`src/rtl/imem_boot_sequencer_if.sv`:
```
// rtl/imem_boot_sequencer_if.sv - instruction stream in, imem write port and run enable out
interface imem_boot_sequencer_if #(
  parameter int ADDR_W = 9,
  parameter int DATA_W = 32
);
  logic              s_valid;
  logic [DATA_W-1:0] s_data;
  logic              s_last;
  logic              s_ready;
  logic [ADDR_W-1:0] addr;
  logic              wEn;
  logic [DATA_W-1:0] wDat;
  logic              working;

  modport master (
    input  s_valid, s_data, s_last,
    output s_ready, addr, wEn, wDat, working
  );

  modport slave (
    output s_valid, s_data, s_last,
    input  s_ready, addr, wEn, wDat, working
  );
endinterface

```
`src/rtl/imem_boot_sequencer.sv`:
```
// rtl/imem_boot_sequencer.sv - loads a program into imem then runs the processor; optional IMEM_SEQ_CHECKSUM_EN
module imem_boot_sequencer #(
  parameter int ADDR_W = 9,
  parameter int DATA_W = 32,
  parameter int CNT_W  = 16
) (
  input  logic                  clock,
  input  logic                  reset_n,
  imem_boot_sequencer_if.master bus,
  input  logic                  start,
  input  logic [CNT_W-1:0]      run_cycles,
  input  logic                  abort,
  input  logic                  clear,
  output logic [ADDR_W:0]       load_count,
  output logic                  busy,
  output logic                  done,
  output logic                  err_overflow,
  output logic [DATA_W-1:0]     checksum
);

  typedef enum logic [2:0] {
    S_IDLE,
    S_LOAD,
    S_WAIT_START,
    S_RUN,
    S_DONE
  } state_t;

  localparam logic [ADDR_W:0] LAST_SLOT = {1'b0, {ADDR_W{1'b1}}};

  state_t              state_q, state_d;
  logic [ADDR_W-1:0]   addr_q, addr_d;
  logic                wen_q, wen_d;
  logic [DATA_W-1:0]   wdat_q, wdat_d;
  logic                working_q, working_d;
  logic [ADDR_W:0]     load_count_q, load_count_d;
  logic                busy_q, busy_d;
  logic                done_q, done_d;
  logic                err_q, err_d;
  logic [CNT_W-1:0]    cnt_q, cnt_d;
  logic                unbounded_q, unbounded_d;

  logic full;
  logic accept;
  logic clear_eff;
  logic s_ready_w;

  // load_count tops out at exactly DEPTH, so its MSB alone means full
  assign full      = load_count_q[ADDR_W];
  assign s_ready_w = ((state_q == S_IDLE) || (state_q == S_LOAD)) && !full;
  assign accept    = bus.s_valid && s_ready_w;
  assign clear_eff = clear && (state_q != S_RUN);

  always_comb begin
    state_d      = state_q;
    addr_d       = addr_q;
    wen_d        = accept;
    wdat_d       = wdat_q;
    load_count_d = load_count_q;
    err_d        = err_q;
    cnt_d        = cnt_q;
    unbounded_d  = unbounded_q;

    if (accept) begin
      addr_d       = load_count_q[ADDR_W-1:0];
      wdat_d       = bus.s_data;
      load_count_d = load_count_q + (ADDR_W+1)'(1);
    end
    if (full && bus.s_valid) begin
      err_d = 1'b1;
    end

    case (state_q)
      // an accept beats start here, otherwise wEn and working could overlap
      S_IDLE: begin
        if (accept) begin
          state_d = (bus.s_last || load_count_q == LAST_SLOT) ? S_WAIT_START : S_LOAD;
        end else if (start) begin
          state_d     = S_RUN;
          cnt_d       = run_cycles;
          unbounded_d = (run_cycles == '0);
        end
      end
      S_LOAD: begin
        if (accept && (bus.s_last || load_count_q == LAST_SLOT)) begin
          state_d = S_WAIT_START;
        end
      end
      S_WAIT_START, S_DONE: begin
        if (start) begin
          state_d     = S_RUN;
          cnt_d       = run_cycles;
          unbounded_d = (run_cycles == '0);
        end
      end
      S_RUN: begin
        cnt_d = cnt_q - CNT_W'(1);
        if (abort) begin
          state_d = S_DONE;
        end else if (!unbounded_q && cnt_q <= CNT_W'(1)) begin
          state_d = S_DONE;
        end
      end
      default: state_d = S_IDLE;
    endcase

    // the write launched by a same-cycle accept still goes out
    if (clear_eff) begin
      state_d      = S_IDLE;
      load_count_d = '0;
      err_d        = 1'b0;
    end
  end

  assign working_d = (state_d == S_RUN);
  assign busy_d    = (state_d == S_LOAD) || (state_d == S_RUN);
  assign done_d    = (state_d == S_DONE);

  always_ff @(posedge clock or negedge reset_n) begin
    if (!reset_n) begin
      state_q      <= S_IDLE;
      addr_q       <= '0;
      wen_q        <= 1'b0;
      wdat_q       <= '0;
      working_q    <= 1'b0;
      load_count_q <= '0;
      busy_q       <= 1'b0;
      done_q       <= 1'b0;
      err_q        <= 1'b0;
      cnt_q        <= '0;
      unbounded_q  <= 1'b0;
    end else begin
      state_q      <= state_d;
      addr_q       <= addr_d;
      wen_q        <= wen_d;
      wdat_q       <= wdat_d;
      working_q    <= working_d;
      load_count_q <= load_count_d;
      busy_q       <= busy_d;
      done_q       <= done_d;
      err_q        <= err_d;
      cnt_q        <= cnt_d;
      unbounded_q  <= unbounded_d;
    end
  end

`ifdef IMEM_SEQ_CHECKSUM_EN
  logic [DATA_W-1:0] checksum_q, checksum_d;

  always_comb begin
    checksum_d = checksum_q;
    if (clear_eff) begin
      checksum_d = '0;
    end else if (accept) begin
      checksum_d = checksum_q ^ bus.s_data;
    end
  end

  always_ff @(posedge clock or negedge reset_n) begin
    if (!reset_n) begin
      checksum_q <= '0;
    end else begin
      checksum_q <= checksum_d;
    end
  end

  assign checksum = checksum_q;
`else
  assign checksum = '0;
`endif

  assign bus.s_ready   = s_ready_w;
  assign bus.addr      = addr_q;
  assign bus.wEn       = wen_q;
  assign bus.wDat      = wdat_q;
  assign bus.working   = working_q;
  assign load_count    = load_count_q;
  assign busy          = busy_q;
  assign done          = done_q;
  assign err_overflow  = err_q;

endmodule

```
`src/flat_wrapper.sv`:
```
// flat-port wrapper written by rule: the top's interface ports become plain ports
module imem_boot_sequencer_flat 
#(
  parameter int ADDR_W = 9,
  parameter int DATA_W = 32,
  parameter int CNT_W  = 16
)
  (clock, reset_n, start, run_cycles, abort, clear, load_count, busy, done, err_overflow, checksum, bus_s_valid, bus_s_data, bus_s_last, bus_s_ready, bus_addr, bus_wEn, bus_wDat, bus_working);
  imem_boot_sequencer_if #(.ADDR_W(ADDR_W), .DATA_W(DATA_W)) bus_i ();
  input  logic clock;
  input  logic reset_n;
  input  logic start;
  input  logic [CNT_W-1:0] run_cycles;
  input  logic abort;
  input  logic clear;
  output logic [ADDR_W:0] load_count;
  output logic busy;
  output logic done;
  output logic err_overflow;
  output logic [DATA_W-1:0] checksum;
  input wire logic [$bits(bus_i.s_valid)-1:0] bus_s_valid;
  input wire logic [$bits(bus_i.s_data)-1:0] bus_s_data;
  input wire logic [$bits(bus_i.s_last)-1:0] bus_s_last;
  output wire logic [$bits(bus_i.s_ready)-1:0] bus_s_ready;
  output wire logic [$bits(bus_i.addr)-1:0] bus_addr;
  output wire logic [$bits(bus_i.wEn)-1:0] bus_wEn;
  output wire logic [$bits(bus_i.wDat)-1:0] bus_wDat;
  output wire logic [$bits(bus_i.working)-1:0] bus_working;
  assign bus_i.s_valid = bus_s_valid;
  assign bus_i.s_data = bus_s_data;
  assign bus_i.s_last = bus_s_last;
  assign bus_s_ready = bus_i.s_ready;
  assign bus_addr = bus_i.addr;
  assign bus_wEn = bus_i.wEn;
  assign bus_wDat = bus_i.wDat;
  assign bus_working = bus_i.working;
  imem_boot_sequencer #(.ADDR_W(ADDR_W), .DATA_W(DATA_W), .CNT_W(CNT_W)) u_core (.clock(clock), .reset_n(reset_n), .bus(bus_i), .start(start), .run_cycles(run_cycles), .abort(abort), .clear(clear), .load_count(load_count), .busy(busy), .done(done), .err_overflow(err_overflow), .checksum(checksum));
endmodule
```
`config.mk`:
```
export PLATFORM = sky130hd
export DESIGN_NAME = imem_boot_sequencer_flat
export DESIGN_NICKNAME = d
export VERILOG_FILES = /design/src/rtl/imem_boot_sequencer_if.sv /design/src/rtl/imem_boot_sequencer.sv /design/src/flat_wrapper.sv
export SDC_FILE = /design/constraint.sdc
export NUM_CORES = 1
export LEC_CHECK = 0
export BUFFER_PORTS_ARGS = -buffer_cell sky130_fd_sc_hd__buf_2
export CAP_MARGIN = 0
export CORE_UTILIZATION = 49
export DETAILED_ROUTE_END_ITERATION = 8
export PLACE_DENSITY_LB_ADDON = 0.3
export SLEW_MARGIN = 0
export SYNTH_ARGS = -nofsm -noshare
export SYNTH_HDL_FRONTEND = slang
export SYNTH_SLANG_ARGS = --single-unit
```
`constraint.sdc`:
```
create_clock -name clock -period 2.7 [get_ports clock]
set_clock_uncertainty 0.15 [all_clocks]
set_input_delay 0.27 -clock clock [delete_from_list [all_inputs] [get_ports clock]]
set_output_delay 0.27 -clock clock [all_outputs]
set_load 0.005 [all_outputs]
```
==> flow_summary.ini <==
[sta]
hold_ws_ps = 40.8
hold_viol_final = 0
drv_slew = 0
setup_viol = 0
fin_tns_setup_ps = 0
relSlewSlack = 0.365
tightest_slew_ps = 953
rsz0062_at_grt = false
fin_crit_sh = 0.921
fmax_mhz = 402
layout_min_cycle_time_ps = 2490

[finish]
area_growth_pct = 28.0
postLayoutCellArea_um2 = 4820
layout_common_cells = nand2_1 (142), buf_2 (110), dfrtp_1 (76)
nets = 629
final_common_cell = nand2_1
diodes = 0
drive_gt1_frac = 0.243
nFillCells = 610

[hold_path]
hp-class = in -> reg
min-delay-start = run_cycles[15]

[synthesis]
ys_warn_count = 0
ys_seq_elements = 76
ys_seq_area_frac = 0.505
yosys_most_used_dff = dfrtp_1
synth_area_um2 = 3760
synth_cell_types = 53
synth_edf_count = 0
syn_area_per_cell_um2 = 8.77
postSynth.asyncResetShare = 1.00
synth_cells = 429

[placement]
place_congestion = 0.837
io_buffer_count = 111
post_dp_cell_area_um2 = 4280
dp_hpwl_um = 5830

[clock_network]
clk_path_buf_depth = 2
htree_levels = 3
cts_tree = yes
cts_sinks = 76
postCtsSetupBuffers = 0
cts_made_buffers = 9
cts.reportedPaths.clkPinSlew_ps = 80
clkLatencyLatePin_ps = 340
clockRootBuffer = clkbuf_8

[setup_path]
critical_path_class = reg -> reg
crit_chain = or4b_4, nor4_4, o41ai_1, nor2b_4, a221o_1
regToRegStartpoint = u_core.state_q[2]
critical_path.top_delay_family = simple AND/OR/NAND/NOR gates
worstPathArrival_ps = 2560
critPathBufInv = 0
endpoint_kind = flip-flop
max_stage_delay_ps = 700
cp-start-kind = flip-flop
critPathRequiredTime_ps = 2780
path_max_fanout = 16
crit_slowest_cell = or4b_4
critPathLaunch = u_core.state_q[2]

[drt]
drt_iter0_markers = 197
dr.pass1.iters = 4
viasPerCell = 5.01
via_count = 3382
routed_wl_um = 9050
ant_nets = 0
post_drt_wl_per_cell_um = 13.4
drc_errors = 0

[floorplan]
fp.dieW_um = 89.6
die_h_um = 89.6
start_util = 0.513
dieArea_um2 = 8040
io_pins = 144
row_count = 31
design.core.area_um2 = 7330

[outcome]
outcome = complete, no violations

[global_routing]
grt_first_pass_wirelength_um = 14300
antenna_found_initial = 0
overflow = 0
grt_pass1_vias = 3095
grt_start_max_net_pins = 77
grt_usage = 0.234

[flow_run]
drv_cap = 0

[power]
total_leakage_power_nw = 2.52
powerDensity_nw_per_um2 = 865
max-vdd-ir-drop_uv = 557
==> path summary, 6_finish.rpt <==
kind | endpoint | slack, ps | depth (start not counted)
worst max-delay path | u_core.cnt_q[10] | 210 | 5
worst min-delay path | u_core.cnt_q[15] | 40 | 2
worst max register to register | u_core.cnt_q[10] | 210 | 5
worst min register to register | u_core.bus.wDat[19] | 320 | 2
max in group asynchronous | u_core.bus.wDat[17] | 1320 | 2
min in group asynchronous | u_core.bus.wDat[0] | 470 | 2
==> power by group <==
part	switching, W	internal [W]
registers	0.000297	0.00153
logic	0.000833	0.000650
clock network	0.000423	0.000431
total	0.00155	0.00261
==> worst register-to-register path: stages (launching register included) <==
cell and delay [ps]:
dfrtp_1 470, or4b_4 700, nor4_4 340, o41ai_1 160, nor2b_4 170, a221o_1 380
==> cells by family (layout without fill, tap and decap cells) <==
family,count (synthesis),after routing,share of synthesized area
other,1,32,0.000996
XOR/XNOR,7,7,0.0163
multiplexers,2,2,0.00565
buffers and inverters,58,174,0.0941
flip-flops,76,76,0.505
AO/OA/AOI/OAI,69,69,0.115
adder cells (fa/ha/maj),3,3,0.00997
AND/OR/NAND/NOR,213,213,0.253
==> through the flow <==
step | worst slack, ps | total power [W] | utilization | std cells
global placement | 312 | 0.00321 | 0.584 | 625
floorplan | 387 | 0.00273 | - | 460
CTS | 216 | 0.00417 | 0.656 | 675
detailed placement | 223 | 0.00327 | 0.584 | 625
finish | 215 | 0.00417 | 0.657 | 675
global route | 140 | 0.00451 | 0.657 | 675
==> cells in the mapped netlist (all sizes together) (3+ instances only) <==
cell | number | area share
nand2 | 142 | 0.14
dfrtp | 76 | 0.51
buf | 39 | 0.075
nor2 | 26 | 0.026
a21oi | 24 | 0.032
o21ai | 17 | 0.023
clkbuf | 12 | 0.012
nor4 | 10 | 0.021
inv | 7 | 0.0070
nor3 | 7 | 0.0093
or3 | 7 | 0.012
xor2 | 5 | 0.012
o21a | 4 | 0.0080
a2bb2oi | 3 | 0.0070
ha | 3 | 0.010
nand3 | 3 | 0.0040
nand4 | 3 | 0.0050
nor3b | 3 | 0.0060
o22ai | 3 | 0.0050
==> area by class of cell <==
type,instances,area (um^2),share of cell area
clock buffers,11,131,0.0273
clock inverters,5,61.3,0.0127
inverters,7,26.3,0.00545
multi-input cells,326,1630,0.338
flip-flops and latches,76,1900,0.395
well taps,99,124,0.0257
repair buffers,151,943,0.196
==> repair_timing <==
item / 4_1_cts / 5_1_grt
setup endpoints to repair: 0 / 1
resized for setup: 0 / 1
endpoints found under the hold margin: 109 / 0
hold buffers: 34 / 0
==> registers in the layout, indices dropped and copies added, names as in the netlist <==
register and flops:
u_core.bus.wDat 32, u_core.cnt_q 16, u_core.load_count 10, u_core.bus.addr 9
u_core.state_q 3, u_core.bus.wEn 1, u_core.bus.working 1, u_core.busy 1
u_core.done 1, u_core.err_overflow 1, u_core.unbounded_q 1
==> layer usage <==
metal | GRT usage | part of all wire
met1 | 0.309 | 0.43
met2 | 0.384 | 0.49
met3 | 0.0512 | 0.061
met4 | 0.0837 | 0.019
met5 | 0 | 0
Note: power is estimated with default switching activity, not from simulation.
